## src/rtl/usbfs_pkg.sv

```systemverilog
// Shared definitions for the USB full-speed device core packet layers.
//   - PID values (4-bit, the low nibble of the PID byte on the wire)
//   - CRC5 / CRC16 polynomials (reflected, LSB-first), seeds and good residuals
//   - Receive packet FSM state type
//   - pid_check(): PID byte integrity test (high nibble is the complement of low)
package usbfs_pkg;

  // Token PIDs
  localparam logic [3:0] PID_OUT   = 4'h1;
  localparam logic [3:0] PID_IN    = 4'h9;
  localparam logic [3:0] PID_SETUP = 4'hD;
  localparam logic [3:0] PID_SOF   = 4'h5;
  // Data PIDs
  localparam logic [3:0] PID_DATA0 = 4'h3;
  localparam logic [3:0] PID_DATA1 = 4'hB;
  // Handshake PIDs
  localparam logic [3:0] PID_ACK   = 4'h2;
  localparam logic [3:0] PID_NAK   = 4'hA;
  localparam logic [3:0] PID_STALL = 4'hE;

  // CRC5 covers the 11-bit token field plus its own 5 bits.
  localparam logic [4:0]  CRC5_POLY      = 5'h14;
  localparam logic [4:0]  CRC5_INIT      = 5'h1F;
  localparam logic [4:0]  CRC5_RESIDUAL  = 5'h06;

  // CRC16 covers the data payload plus its own 2 bytes.
  localparam logic [15:0] CRC16_POLY     = 16'hA001;
  localparam logic [15:0] CRC16_INIT     = 16'hFFFF;
  localparam logic [15:0] CRC16_RESIDUAL = 16'hB001;

  typedef enum logic [2:0] {
    ST_IDLE,
    ST_PID,
    ST_TOKEN,
    ST_DATA,
    ST_HSHK,
    ST_ERR
  } rx_state_e;

  function automatic logic pid_check(input logic [7:0] pid_byte);
    return pid_byte[7:4] == ~pid_byte[3:0];
  endfunction

endpackage

```

## src/rtl/usbfs_crc_byte.sv

```systemverilog
// One-byte LSB-first CRC update for a reflected polynomial.
// Purely combinational: the caller holds the CRC register.
//   crc_in  [WIDTH-1:0]  current CRC value
//   data    [7:0]        byte to absorb, bit 0 is processed first
//   crc_out [WIDTH-1:0]  CRC after absorbing all 8 bits
module usbfs_crc_byte #(
  parameter int unsigned      WIDTH = 16,
  parameter logic [WIDTH-1:0] POLY  = 16'hA001
) (
  input  logic [WIDTH-1:0] crc_in,
  input  logic [7:0]       data,
  output logic [WIDTH-1:0] crc_out
);

  always_comb begin
    logic [WIDTH-1:0] c;
    c = crc_in;
    for (int i = 0; i < 8; i++) begin
      if (c[0] ^ data[i]) begin
        c = (c >> 1) ^ POLY;
      end else begin
        c = c >> 1;
      end
    end
    crc_out = c;
  end

endmodule

```

## src/rtl/usbfs_packet_rx.sv

```systemverilog
// Receive packet layer of the USB full-speed device core.
// Turns the byte stream from the bit-level receiver into packets:
// checks the PID, extracts the token field, checks CRC5/CRC16, strips the
// trailing CRC16 bytes from data payloads and reports okay/bad at the end.
//
// Input strobes: rx_sta, rx_byte_en and rx_fin are single-cycle qualifiers
// with no back-pressure; a byte is consumed in the cycle rx_byte_en is high.
// rx_sta takes priority over everything and restarts packet parsing.
// Output strobes: rp_byte_en and rp_fin are single-cycle and must be taken
// when high; rp_okay only has meaning while rp_fin is high (0 otherwise).
//
// Ports:
//   clk, rst          clock, asynchronous active-high reset
//   rx_sta            SYNC detected, a new packet begins
//   rx_byte_en/rx_byte received byte strobe and data (LSB first on the wire)
//   rx_fin            EOP seen
//   rp_pid            PID of the current/last packet
//   rp_addr           token field {ENDP, ADDR}
//   rp_byte_en/rp_byte payload byte strobe and data (CRC16 bytes excluded)
//   rp_fin/rp_okay    end-of-packet pulse and its good/bad qualifier
module usbfs_packet_rx
  import usbfs_pkg::*;
#(
  parameter logic [9:0] DATA_MAXLEN = 10'd1023
) (
  input  logic        clk,
  input  logic        rst,
  input  logic        rx_sta,
  input  logic        rx_byte_en,
  input  logic [7:0]  rx_byte,
  input  logic        rx_fin,
  output logic [3:0]  rp_pid,
  output logic [10:0] rp_addr,
  output logic        rp_byte_en,
  output logic [7:0]  rp_byte,
  output logic        rp_fin,
  output logic        rp_okay
);

  rx_state_e   state;
  rx_state_e   state_next;

  logic [4:0]  crc5;
  logic [4:0]  crc5_upd;
  logic [15:0] crc16;
  logic [15:0] crc16_upd;
  logic [10:0] byte_cnt;   // data bytes after the PID, CRC included
  logic [1:0]  tok_cnt;    // token bytes after the PID
  logic [7:0]  tok_lo;     // first token byte, held until the second arrives
  logic [7:0]  dly_new;    // most recent data byte
  logic [7:0]  dly_old;    // data byte before that
  logic        data_ok;
  logic        fin_okay;

  usbfs_crc_byte #(
    .WIDTH (5),
    .POLY  (CRC5_POLY)
  ) u_crc5 (
    .crc_in  (crc5),
    .data    (rx_byte),
    .crc_out (crc5_upd)
  );

  usbfs_crc_byte #(
    .WIDTH (16),
    .POLY  (CRC16_POLY)
  ) u_crc16 (
    .crc_in  (crc16),
    .data    (rx_byte),
    .crc_out (crc16_upd)
  );

  // byte_cnt includes the two CRC bytes, so the payload limit is MAXLEN+2.
  // The counter saturates well above any legal limit, so a saturated count
  // always fails the length test.
  assign data_ok = (byte_cnt >= 11'd2) &&
                   (crc16 == CRC16_RESIDUAL) &&
                   ({1'b0, byte_cnt} <= ({2'b00, DATA_MAXLEN} + 12'd2));

  // ---------------------------------------------------------------------
  // FSM state register
  // ---------------------------------------------------------------------
  always_ff @(posedge clk or posedge rst) begin
    if (rst) begin
      state <= ST_IDLE;
    end else begin
      state <= state_next;
    end
  end

  // ---------------------------------------------------------------------
  // FSM next state and end-of-packet verdict
  // ---------------------------------------------------------------------
  always_comb begin
    state_next = state;
    fin_okay   = 1'b0;
    if (rx_sta) begin
      state_next = ST_PID;
    end else if (rx_fin) begin
      state_next = ST_IDLE;
      case (state)
        ST_TOKEN: fin_okay = (tok_cnt == 2'd2) && (crc5 == CRC5_RESIDUAL);
        ST_DATA:  fin_okay = data_ok;
        ST_HSHK:  fin_okay = 1'b1;
        default:  fin_okay = 1'b0;
      endcase
    end else if (rx_byte_en) begin
      case (state)
        ST_PID: begin
          if (!pid_check(rx_byte)) begin
            state_next = ST_ERR;
          end else begin
            case (rx_byte[3:0])
              PID_OUT, PID_IN, PID_SETUP, PID_SOF: state_next = ST_TOKEN;
              PID_DATA0, PID_DATA1:                state_next = ST_DATA;
              PID_ACK, PID_NAK, PID_STALL:         state_next = ST_HSHK;
              default:                             state_next = ST_ERR;
            endcase
          end
        end
        ST_TOKEN: begin
          if (tok_cnt == 2'd2) state_next = ST_ERR;
        end
        ST_HSHK:  state_next = ST_ERR;
        default:  state_next = state;
      endcase
    end
  end

  // ---------------------------------------------------------------------
  // Datapath: CRCs, counters, delay line and registered outputs
  // ---------------------------------------------------------------------
  always_ff @(posedge clk or posedge rst) begin
    if (rst) begin
      crc5       <= '0;
      crc16      <= '0;
      byte_cnt   <= '0;
      tok_cnt    <= '0;
      tok_lo     <= '0;
      dly_new    <= '0;
      dly_old    <= '0;
      rp_pid     <= '0;
      rp_addr    <= '0;
      rp_byte_en <= 1'b0;
      rp_byte    <= '0;
      rp_fin     <= 1'b0;
      rp_okay    <= 1'b0;
    end else begin
      rp_byte_en <= 1'b0;
      rp_fin     <= 1'b0;
      rp_okay    <= 1'b0;
      if (rx_sta) begin
        crc5     <= CRC5_INIT;
        crc16    <= CRC16_INIT;
        byte_cnt <= '0;
        tok_cnt  <= '0;
      end else if (rx_fin) begin
        rp_fin  <= 1'b1;
        rp_okay <= fin_okay;
      end else if (rx_byte_en) begin
        case (state)
          ST_PID: begin
            rp_pid   <= rx_byte[3:0];
            crc5     <= CRC5_INIT;
            crc16    <= CRC16_INIT;
            byte_cnt <= '0;
            tok_cnt  <= '0;
          end
          ST_TOKEN: begin
            // A third byte sends the FSM to ERR; the field is left as is.
            if (tok_cnt != 2'd2) begin
              crc5    <= crc5_upd;
              tok_cnt <= tok_cnt + 2'd1;
              if (tok_cnt == 2'd0) begin
                tok_lo <= rx_byte;
              end else begin
                rp_addr <= {rx_byte[2:0], tok_lo};
              end
            end
          end
          ST_DATA: begin
            crc16 <= crc16_upd;
            if (byte_cnt != 11'h7FF) byte_cnt <= byte_cnt + 11'd1;
            // The last two bytes of any data packet are its CRC, so a byte
            // is only known to be payload once two more have followed it.
            if (byte_cnt >= 11'd2) begin
              rp_byte_en <= 1'b1;
              rp_byte    <= dly_old;
            end
            dly_old <= dly_new;
            dly_new <= rx_byte;
          end
          default: ;
        endcase
      end
    end
  end

endmodule

```

## config.mk

```make
export PLATFORM = sky130hd
export DESIGN_NAME = usbfs_packet_rx
export DESIGN_NICKNAME = d
export VERILOG_FILES = /design/src/rtl/usbfs_pkg.sv /design/src/rtl/usbfs_crc_byte.sv /design/src/rtl/usbfs_packet_rx.sv
export SDC_FILE = /design/constraint.sdc
export NUM_CORES = 1
export LEC_CHECK = 0
export ABC_AREA = 0
export BUFFER_PORTS_ARGS = -buffer_cell sky130_fd_sc_hd__buf_2
export CORE_MARGIN = 8
export CORE_UTILIZATION = 59
export CTS_BUF_LIST = sky130_fd_sc_hd__clkbuf_4 sky130_fd_sc_hd__clkbuf_8 sky130_fd_sc_hd__clkbuf_16
export CTS_CLUSTER_SIZE = 10
export DETAILED_ROUTE_END_ITERATION = 12
export PLACE_DENSITY = 0.79
export SLEW_MARGIN = 30
export SYNTH_ARGS = -nofsm -noshare
export SYNTH_HDL_FRONTEND = slang
export SYNTH_SLANG_ARGS = --single-unit
```

## constraint.sdc

```tcl
create_clock -name clk -period 3.1 [get_ports clk]
set_input_delay 0.465 -clock clk [delete_from_list [all_inputs] [get_ports clk]]
set_output_delay 0.465 -clock clk [all_outputs]
set_load 0.005 [all_outputs]
```

======== Word level (Yosys, flattened, before mapping) ========
Memory sizes are Yosys's and may differ from the RTL's.
Index checks and enable logic that the tools add are counted.
storage, ports and cells
  flip-flop bits (word level) ............. 87
  bits in read-only memories .............. 48
  input bits .............................. 13
  output and inout port bits .............. 26
  word-level logic and storage cells ...... 138
  memories kept ........................... 1
cells by class
  add/sub/neg operators ................... 2
  $lt $le $gt $ge ......................... 2
  equal/unequal tests ..................... 14
  multiplexer cells ....................... 51
  bitwise logic cells ..................... 36
  reductions and logical operators ........ 18
memories
  name             words  width  read ports  clocked after Yosys merged registers in  write ports  line                    source
  (no name shown)  16     3      1           0                                        0            usbfs_packet_rx.sv:113  case (rx_byte[3:0])
operators with widths
  cell                     number
  $mux W16                 11
  $mux W5                  12
  $mux W11                 4
  $pmux W16 S2             1
  $not A2 Y3               8
  $pmux W11 S2             1
  $eq A16 B16 Y1 const B   1
  $not A1 Y2               8
  $reduce_and A4 Y1        4
  $xor A1 B1 Y1            16
  $mux W3                  5
  $reduce_and A6 Y1        2
  $add A11 B1 Y11 const B  1
  $ge A11 B2 Y1 const B    1
  $le A11 B11 Y1 const B   1
  $ne A11 B11 Y1 const B   1
  $pmux W5 S2              1
  $mux W1                  9
  $pmux W3 S3              1
  $reduce_bool A3 Y1       3
  $mux W2                  4
  $eq A3 B2 Y1 const B     2
  $ne A3 B3 Y1 const B     2
  $reduce_and A3 Y1        2
  other kinds (17)         22

======== Logic depth before layout (Yosys ltp) ========
Gate-level depths: netlist (run 1).
  word-level depth ........................ 21
  gate-level depth with buffers ........... 8

======== Modules after synthesis ========
A second synthesis (run 1) with hierarchy kept.
unflattened totals
  cells, all modules ...................... 371
  area, all modules ....................... 4,346.7 um^2
modules (own cells, without submodules)
  module                    instances  cells each  area each (um^2)  seq. area each (um^2)
  usbfs_packet_rx           1          333         3,871.2           2,177.1
  usbfs_crc_byte (u_crc16)  1          26          251.5             0.0
  usbfs_crc_byte (u_crc5)   1          12          224.0             0.0

======== Least setup slack after synthesis (run 1) ========
OpenSTA, ideal clock, no wires.
  path kind ............................... in2reg
  from .................................... input port rx_byte[4]
  to ...................................... register crc16[0]
  data arrival time ....................... 1.950 ns
  slack ................................... 1.029 ns
  stages on the path ...................... 5
  cell sequence ........................... clkbuf_2 xnor2_1 xor3_2 xor3_1 o22a_1
between the ends
  longest elaborated chain between the ends .. 12
RTL lines
  item                  line                    source
  from (decl)           usbfs_packet_rx.sv:30   input logic [7:0] rx_byte,
  $xor A1 B1 Y1         usbfs_crc_byte.sv:19    if (c[0] ^ data[i]) begin
  $mux W16              usbfs_crc_byte.sv:19
  $xor A1 B1 Y1         usbfs_crc_byte.sv:19
  $mux W16              usbfs_crc_byte.sv:19
  $xor A1 B1 Y1         usbfs_crc_byte.sv:19
  $mux W16              usbfs_crc_byte.sv:19
  $xor A1 B1 Y1         usbfs_crc_byte.sv:19
  $mux W16              usbfs_crc_byte.sv:19
  $pmux W16 S2          usbfs_packet_rx.sv:161  case (state)
  $mux W16              usbfs_packet_rx.sv:160  end else if (rx_byte_en) begin
  $mux W16              usbfs_packet_rx.sv:157  end else if (rx_fin) begin
  $mux W16              usbfs_packet_rx.sv:152  if (rx_sta) begin
  to (signal assigned)  usbfs_packet_rx.sv:182  crc16 <= crc16_upd;
  to (decl)             usbfs_packet_rx.sv:45   logic [15:0] crc16;
No other way between the ends. The select of a mux whose other input is x is not followed.
A chain may end at the register's enable or synchronous reset.

======== Worst setup path after layout (run 1) ========
  from .................................... register byte_cnt[1]
  to ...................................... register byte_cnt[2]
between the ends
  longest elaborated chain between the ends .. 6
RTL lines
  item                    line                    source
  from (decl)             usbfs_packet_rx.sv:47   logic [10:0] byte_cnt;
  from (signal assigned)  usbfs_packet_rx.sv:183  if (byte_cnt != 11'h7FF) byte_cnt <= byte_cnt + 11'd1;
  $add A11 B1 Y11         usbfs_packet_rx.sv:183
  $mux W11                usbfs_packet_rx.sv:183
  $pmux W11 S2            usbfs_packet_rx.sv:161
  $mux W11                usbfs_packet_rx.sv:160
  $mux W11                usbfs_packet_rx.sv:157
  $mux W11                usbfs_packet_rx.sv:152
Parallel ways exist; a longest one is shown, timed or not. The select of a mux whose other input is x is not followed.

==> results of run 1 <==
[cells in the final DEF (no fill, tap or decap), types with 2 or more instances in the layout]
| cell | n |
|---|---|
| o22ai_1 | 2 |
| a21o_1 | 2 |
| buf_4 | 5 |
| nand2b_1 | 2 |
| nand3_1 | 6 |
| a21oi_1 | 16 |
| nor4bb_1 | 2 |
| buf_2 | 38 |
| mux2_2 | 29 |
| dfrtp_1 | 87 |
| nand4_1 | 5 |
| xor2_1 | 7 |
| and2_1 | 3 |
| nor2_1 | 25 |
| nor3_1 | 6 |
| nand2_1 | 57 |
| o22a_1 | 12 |
| ha_1 | 7 |
| nor4_1 | 8 |
| o21ai_0 | 10 |
| nor2b_1 | 6 |
| clkbuf_8 | 11 |
| inv_1 | 10 |
| xnor2_1 | 37 |
| clkinv_2 | 2 |
[cells by family (layout without fill, tap and decap cells)]
family | Yosys count | in the layout | synth area share
mux | 30 | 30 | 0.0809
fa+ha+maj | 7 | 7 | 0.0211
xor+xnor | 48 | 48 | 0.115
buf+inv | 29 | 70 | 0.0331
simple gates | 127 | 127 | 0.143
flops | 87 | 87 | 0.523
compound gates | 52 | 52 | 0.0836
[stage by stage]
stage / cell area, um2 / utilization / power (mW)
3_3_place_gp: 4410 / 0.649 / 1.39
6_report: 4620 / 0.680 / 2.20
4_1_cts: 4620 / 0.680 / 2.21
2_1_floorplan: 4160 / - / 1.34
3_5_place_dp: 4410 / 0.649 / 1.40
5_1_grt: 4620 / 0.680 / 2.27
[critical path: stages (launching register included)]
cell,delay [ps]
dfrtp_1,430
ha_1,210
nand3_1,190
nor4_1,690
o21bai_1,200
o21ai_0,120
a22o_1,140
[how the worst max path moves through the flow]
stage                                        from                 endpoint  slack [ps]
after global placement                 rx_byte[2]     crc16[0]$_DFFE_PP0P_         940
after global routing      byte_cnt[1]$_DFFE_PP0P_  byte_cnt[2]$_DFFE_PP0P_         840
after CTS                    state[2]$_DFFE_PP0P_   rp_byte[0]$_DFFE_PP0P_        1050
after detailed placement               rx_byte[2]     crc16[0]$_DFFE_PP0P_         840
after floorplan                               rst  byte_cnt[0]$_DFFE_PP0P_         380
final                     byte_cnt[1]$_DFFE_PP0P_  byte_cnt[2]$_DFFE_PP0P_        1050
[state kept, by name (all words and copies together) (netlist names)]
name / count
rp_pid: 4
rp_okay: 1
state: 3
dly_new: 8
dly_old: 8
tok_cnt: 2
crc16: 16
rp_byte_en: 1
tok_lo: 8
rp_fin: 1
rp_addr: 11
rp_byte: 8
byte_cnt: 11
crc5: 5
[cell type report]
type / count / area (um2) / share of cell area
Clock buffer: 12 / 159 / 0.0344
Clock inverter: 4 / 52.6 / 0.0114
Inverter: 11 / 42.5 / 0.00920
Multi-Input combinational cell: 264 / 1840 / 0.399
Sequential cell: 87 / 2180 / 0.471
Tap cell: 96 / 120 / 0.0260
Timing Repair Buffer: 43 / 228 / 0.0493
[metal layers]
metal / up-vias / share of wire / track usage
met5: - / 0 / 0
met3: 10 / 0.045 / 0.0332
met4: 0 / 0.015 / 0.0664
met1: 1449 / 0.46 / 0.236
met2: 53 / 0.48 / 0.295
li1: 1367 / - / -
[where the power goes]
group,switching [mW],internal [mW]
Clock,0.392,0.429
Sequential,0.0113,1.15
Combinational,0.120,0.0920
Total,0.523,1.67
==> impl_metrics.csv, run 1 <==
group,metric,value,unit
timing,tightest_slew,844,ps
logic_synthesis,ys_top_cells_by_area,"dfrtp_1 52%, mux2_2 7.9%, xnor2_1 7.8%",
drt,vias,2879,
cts,clock-root-buffer,"clkbuf_8",
drt,firstDrtPassIters,5,
final_layout,fin_cells,517,
setup_path,rr_endpoint,"byte_cnt[2]$_DFFE_PP0P_",
drt,wl,8310,um
power,p_leak,2.15,nW
cts,path_clk_slew,90,ps
drt,dr.first_iter.drc_count,116,
placement,pre_cts_ws,839,ps
floorplanning,die-area,9990,um2
setup_path,cp-start-kind,"register",
flow_run,cap_viol_max_count,0,
drt,drc,0,
setup_path,rr_worst_depth,6,
setup_path,path_class,"reg -> reg",
logic_synthesis,synthTopCellsByCount,"87 x dfrtp_1, 57 x nand2_1, 37 x xnor2_1",
setup_path,worst_ep_arrival_time,2340,ps
logic_synthesis,synthCells,380,
logic_synthesis,syn_area_per_cell,10.9,um2
floorplanning,die_h,100,um
timing,fin_crit_sh,0.661,
logic_synthesis,async_flop_share,1.00,
logic_synthesis,syn_nets,400,
timing,period_needed,2050,ps
grt,antenna_found_initial,0,
power,power_density,475,nW/um2
logic_synthesis,yosysWarnings,0,
timing,rsz0062_at_grt,"false",
floorplanning,rows,30,
cts,postCtsSetupRepairBufs,0,
logic_synthesis,post-synth-top-count-cell,"dfrtp_1",
floorplanning,core,6790,um2
placement,dp_cells,501,
timing,fin_ws,1050,ps
setup_path,required,3390,ps
setup_path,cp-end-kind,"register",
final_layout,nFillCells,541,
logic_synthesis,yosysSeqAreaShare,0.523,
logic_synthesis,synth-edff-count,0,
grt,grt_use_total,0.181,
cts,cts_max_level,3,
cts,postCtsHoldBufs,0,
logic_synthesis,synth_area_leader_cell,"dfrtp_1",
run_status,status,"finished, final reports clean",
timing,fin_tns_setup,0,ps
timing,clock-skew-final,9.33,ps
timing,fmax,488,MHz
logic_synthesis,synth_top_cell_area_share,0.523,
floorplanning,io_pins,39,
setup_path,crit_fanout,6,
grt,grt_pass1_wl,14500,um
final_layout,drive_gt1_frac,0.228,
drt,ant_nets,0,
final_layout,synthToLayoutAreaGrowth,11.2,%
timing,hold_slack,218,ps
logic_synthesis,ys_seq_elements,87,
placement,routabilityCongestion,0.909,
floorplanning,start_util,0.612,
floorplanning,die_w,100,um
final_layout,final_nets,436,
timing,slew-limit-headroom,0.432,
cts,clk_latency,350,ps
grt,grt_pass1_vias,3045,
final_layout,n_antenna_cell,0,
placement,numPortBuffers,38,
grt,grt_max_degree,46,
cts,cts_sinks,87,
drt,viasPerCell,5.57,
timing,hold_violations,0,
cts,postCtsResizedCells,0,
min_path,hold_path_class,"in -> async",
logic_synthesis,synth_ff_type,"dfrtp_1",
grt,grt-ovfl-total,0,
power,ir_drop,0.344,mV
setup_path,r2r_slack,1050,ps
drt,routedWlPerCell,16.1,um
cts,cts-root-to-sink-buffers,2,
placement,hpwl,6080,um
cts,cts_made_buffers,9,
timing,setup-violations-final,0,
logic_synthesis,syn_area,4160,um2
cts,cts_tree,"built",
setup_path,r2r_start,"byte_cnt[1]$_DFFE_PP0P_",
timing,finalMaxSlewViolations,0,
logic_synthesis,yosysUniqueCellTypes,49,
No activity file was read; power rests on OpenSTA's default activity.
==> inputs of run 2 (changes only) <==
Settings changed: ABC_AREA 0 to 1.
Clock period 3.1 ns to 2 ns, I/O delays scaled along.
==> impl_metrics.csv, run 2 <==
group,metric,value,unit
cts,cts_made_buffers,9,
timing,rsz0062_at_grt,"true",
setup_path,max_stage_delay,360,ps
drt,vias,3530,
floorplanning,die_w,102,um
logic_synthesis,syn_area,4330,um2
setup_path,crit_family,"simple AND/OR/NAND/NOR gates",
timing,finalMaxSlewViolations,0,
drt,wl,9870,um
logic_synthesis,synthCells,487,
cts,clock-root-buffer,"clkbuf_8",
placement,hpwl,7090,um
min_path,hold_path_class,"in -> reg",
placement,numPortBuffers,38,
logic_synthesis,ys_top_cells_by_area,"dfrtp_1 50%, nand2_1 9.7%, inv_1 5.2%",
logic_synthesis,synth_area_leader_cell,"dfrtp_1",
placement,dp_cells,631,
flow_run,cap_viol_max_count,0,
power,p_leak,2.54,nW
drt,firstDrtPassIters,4,
setup_path,worst_ep_arrival_time,2250,ps
logic_synthesis,synth_ff_type,"dfrtp_1",
power,totalPowerFinal,3.50,mW
cts,clk_latency,360,ps
logic_synthesis,syn_area_per_cell,8.89,um2
logic_synthesis,yosysWarnings,0,
drt,drc,0,
setup_path,crit_chain,"ha_2 -> nand2_2 -> nor2_2 -> nand2_1 -> nor2_2 -> inv_1 -> nor3_2 -> nand2_1 -> nand2_2 -> nand2_4 -> inv_4 -> nor3_2 -> o221a_2",
final_layout,final_cell_mix,"101 x nand2_1, 86 x dfrtp_1, 56 x inv_1, 38 x o21ai_0, 38 x buf_2",
logic_synthesis,synth_top_cell_area_share,0.503,
setup_path,required,2250,ps
floorplanning,core,7180,um2
cts,cts_sinks,87,
final_layout,mostFrequentLayoutCell,"nand2_1",
grt,grt-ovfl-total,0,
logic_synthesis,post-synth-top-count-cell,"nand2_1",
drt,ant_nets,0,
logic_synthesis,ys_seq_elements,87,
placement,pre_cts_ws,-15.0,ps
timing,fmax,500,MHz
grt,grt_pass1_wl,16000,um
setup_path,path_class,"reg -> reg",
floorplanning,die-area,10300,um2
grt,gr-usage-met3,0.0344,
cts,cts-root-to-sink-buffers,2,
run_status,status,"finished, final reports clean",
final_layout,n_antenna_cell,0,
floorplanning,start_util,0.603,
timing,fin_ws,0.277,ps
grt,grt_pass1_vias,3551,
floorplanning,rows,31,
drt,routedWlPerCell,14.9,um
grt,antenna_found_initial,0,
setup_path,crit_fanout,4,
timing,setup-violations-final,0,
grt,grt_max_degree,54,
grt,grtUsageMet2,0.335,
cts,cts_tree,"built",
final_layout,final_nets,578,
final_layout,synthToLayoutAreaGrowth,20.4,%
timing,tightest_slew,492,ps
logic_synthesis,yosysUniqueCellTypes,43,
grt,use_met1,0.229,
setup_path,cp-end-kind,"register",
timing,period_needed,2000,ps
final_layout,regMostFlops,"crc16",
logic_synthesis,synth-edff-count,0,
placement,routabilityCongestion,0.906,
final_layout,largest_reg_flops,16,
cts,cts_max_level,3,
timing,clock-skew-final,15.7,ps
final_layout,fin_cells,662,
drt,viasPerCell,5.33,
setup_path,cp-start-kind,"register",
logic_synthesis,syn_nets,507,
cts,path_clk_slew,100,ps
final_layout,drive_gt1_frac,0.288,
setup_path,crit_slowest_cell,"dfrtp_1",
logic_synthesis,async_flop_share,1.00,
floorplanning,io_pins,39,
timing,slew-limit-headroom,0.669,
power,power_density,672,nW/um2
floorplanning,die_h,102,um
logic_synthesis,synthTopCellsByCount,"112 x nand2_1, 87 x dfrtp_1, 60 x inv_1",
drt,dr.first_iter.drc_count,187,
timing,hold_violations,0,
grt,grt_busiest_layer,"met2",
power,ir_drop,0.397,mV
timing,fin_tns_setup,0,ps
grt,grt_use_total,0.196,
setup_path,cp_num_buf_inv,2,
final_layout,largestRegisters,"crc16 x16, byte_cnt x11, rp_addr x11",
timing,fin_crit_sh,1.00,
logic_synthesis,yosysSeqAreaShare,0.503,
final_layout,postLayoutCoreUtil,0.726,
## run 2: cell types whose count changed after synthesis, sizes merged, moves of 4 or more
cell / before / now
nand2: 58 / 126
inv: 11 / 69
o21ai: 10 / 39
xnor2: 39 / 14
mux2: 29 / 8
nand3: 6 / 21
o22a: 12 / 2
o22ai: 2 / 12
xor2: 7 / 17
buf: 10 / 4
nor2b: 6 / 0
nand4: 5 / 0
a22oi: 0 / 4
## run 2: metrics by stage
stage / instance area (um2) / hold slack, ps
after global routing: 5210 / 177
after CTS: 4930 / 168
after detailed placement: 4730 / 292
final: 5210 / 175
after global placement: 4730 / 286
after floorplan: 4330 / 376
## run 2: cells by family after synthesis
logic type,after synthesis,share of synthesized area
and+or+nand+nor,195,0.207
DFF,87,0.503
AOI/OAI and AO/OA,80,0.108
buffers and inverters,79,0.0734
xor gates and xnor gates,31,0.0645
muxes,8,0.0243
adders and majority gates,7,0.0202
## run 2: what timing repair did
item,in CTS,in global routing
hold buffers,1,0
endpoints found under the setup margin,2,22
pin swaps,1,23
resized for setup,1,47
hold endpoints to repair,13,0
setup buffers,0,14
## run 2: path summary, 6_finish.rpt
path | startpoint | to | slack, ps | depth (start not counted)
max | byte_cnt[1]$_DFFE_PP0P_ | byte_cnt[5]$_DFFE_PP0P_ | 0.3 | 13
min | rx_fin | state[1]$_DFFE_PP0P_ | 170 | 2
max reg2reg | byte_cnt[1]$_DFFE_PP0P_ | byte_cnt[5]$_DFFE_PP0P_ | 0.3 | 13
min reg2reg | rp_byte[0]$_DFFE_PP0P_ | rp_byte[0]$_DFFE_PP0P_ | 470 | 2
max in group asynchronous | rst | crc16[2]$_DFFE_PP0P_ | 930 | 4
min in group asynchronous | rst | rp_pid[1]$_DFFE_PP0P_ | 470 | 3
## run 2: where the power goes
group          total, mW  leakage [nW]  internal [mW]  switching [mW]
clock network       1.15        0.0860          0.508           0.645
registers           1.84          1.08           1.81          0.0307
logic              0.514          1.38          0.192           0.321
total               3.50          2.54           2.51           0.997
## run 2: cell type report
class                      count  area (um2)
sequential                    87        2180
multi-input combinational    321        2010
fill                         545        1960
timing repair buffer          70         449
inverter                      69         265
clock buffer                  11         145
tap                           99         124
clock inverter                 5        40.0
## run 2: per-layer routing
metal	vias to the layer above	wire length, um
li1	1718	-
met1	1685	4070
met2	103	4980
met3	24	557
met4	0	255
met5	-	0
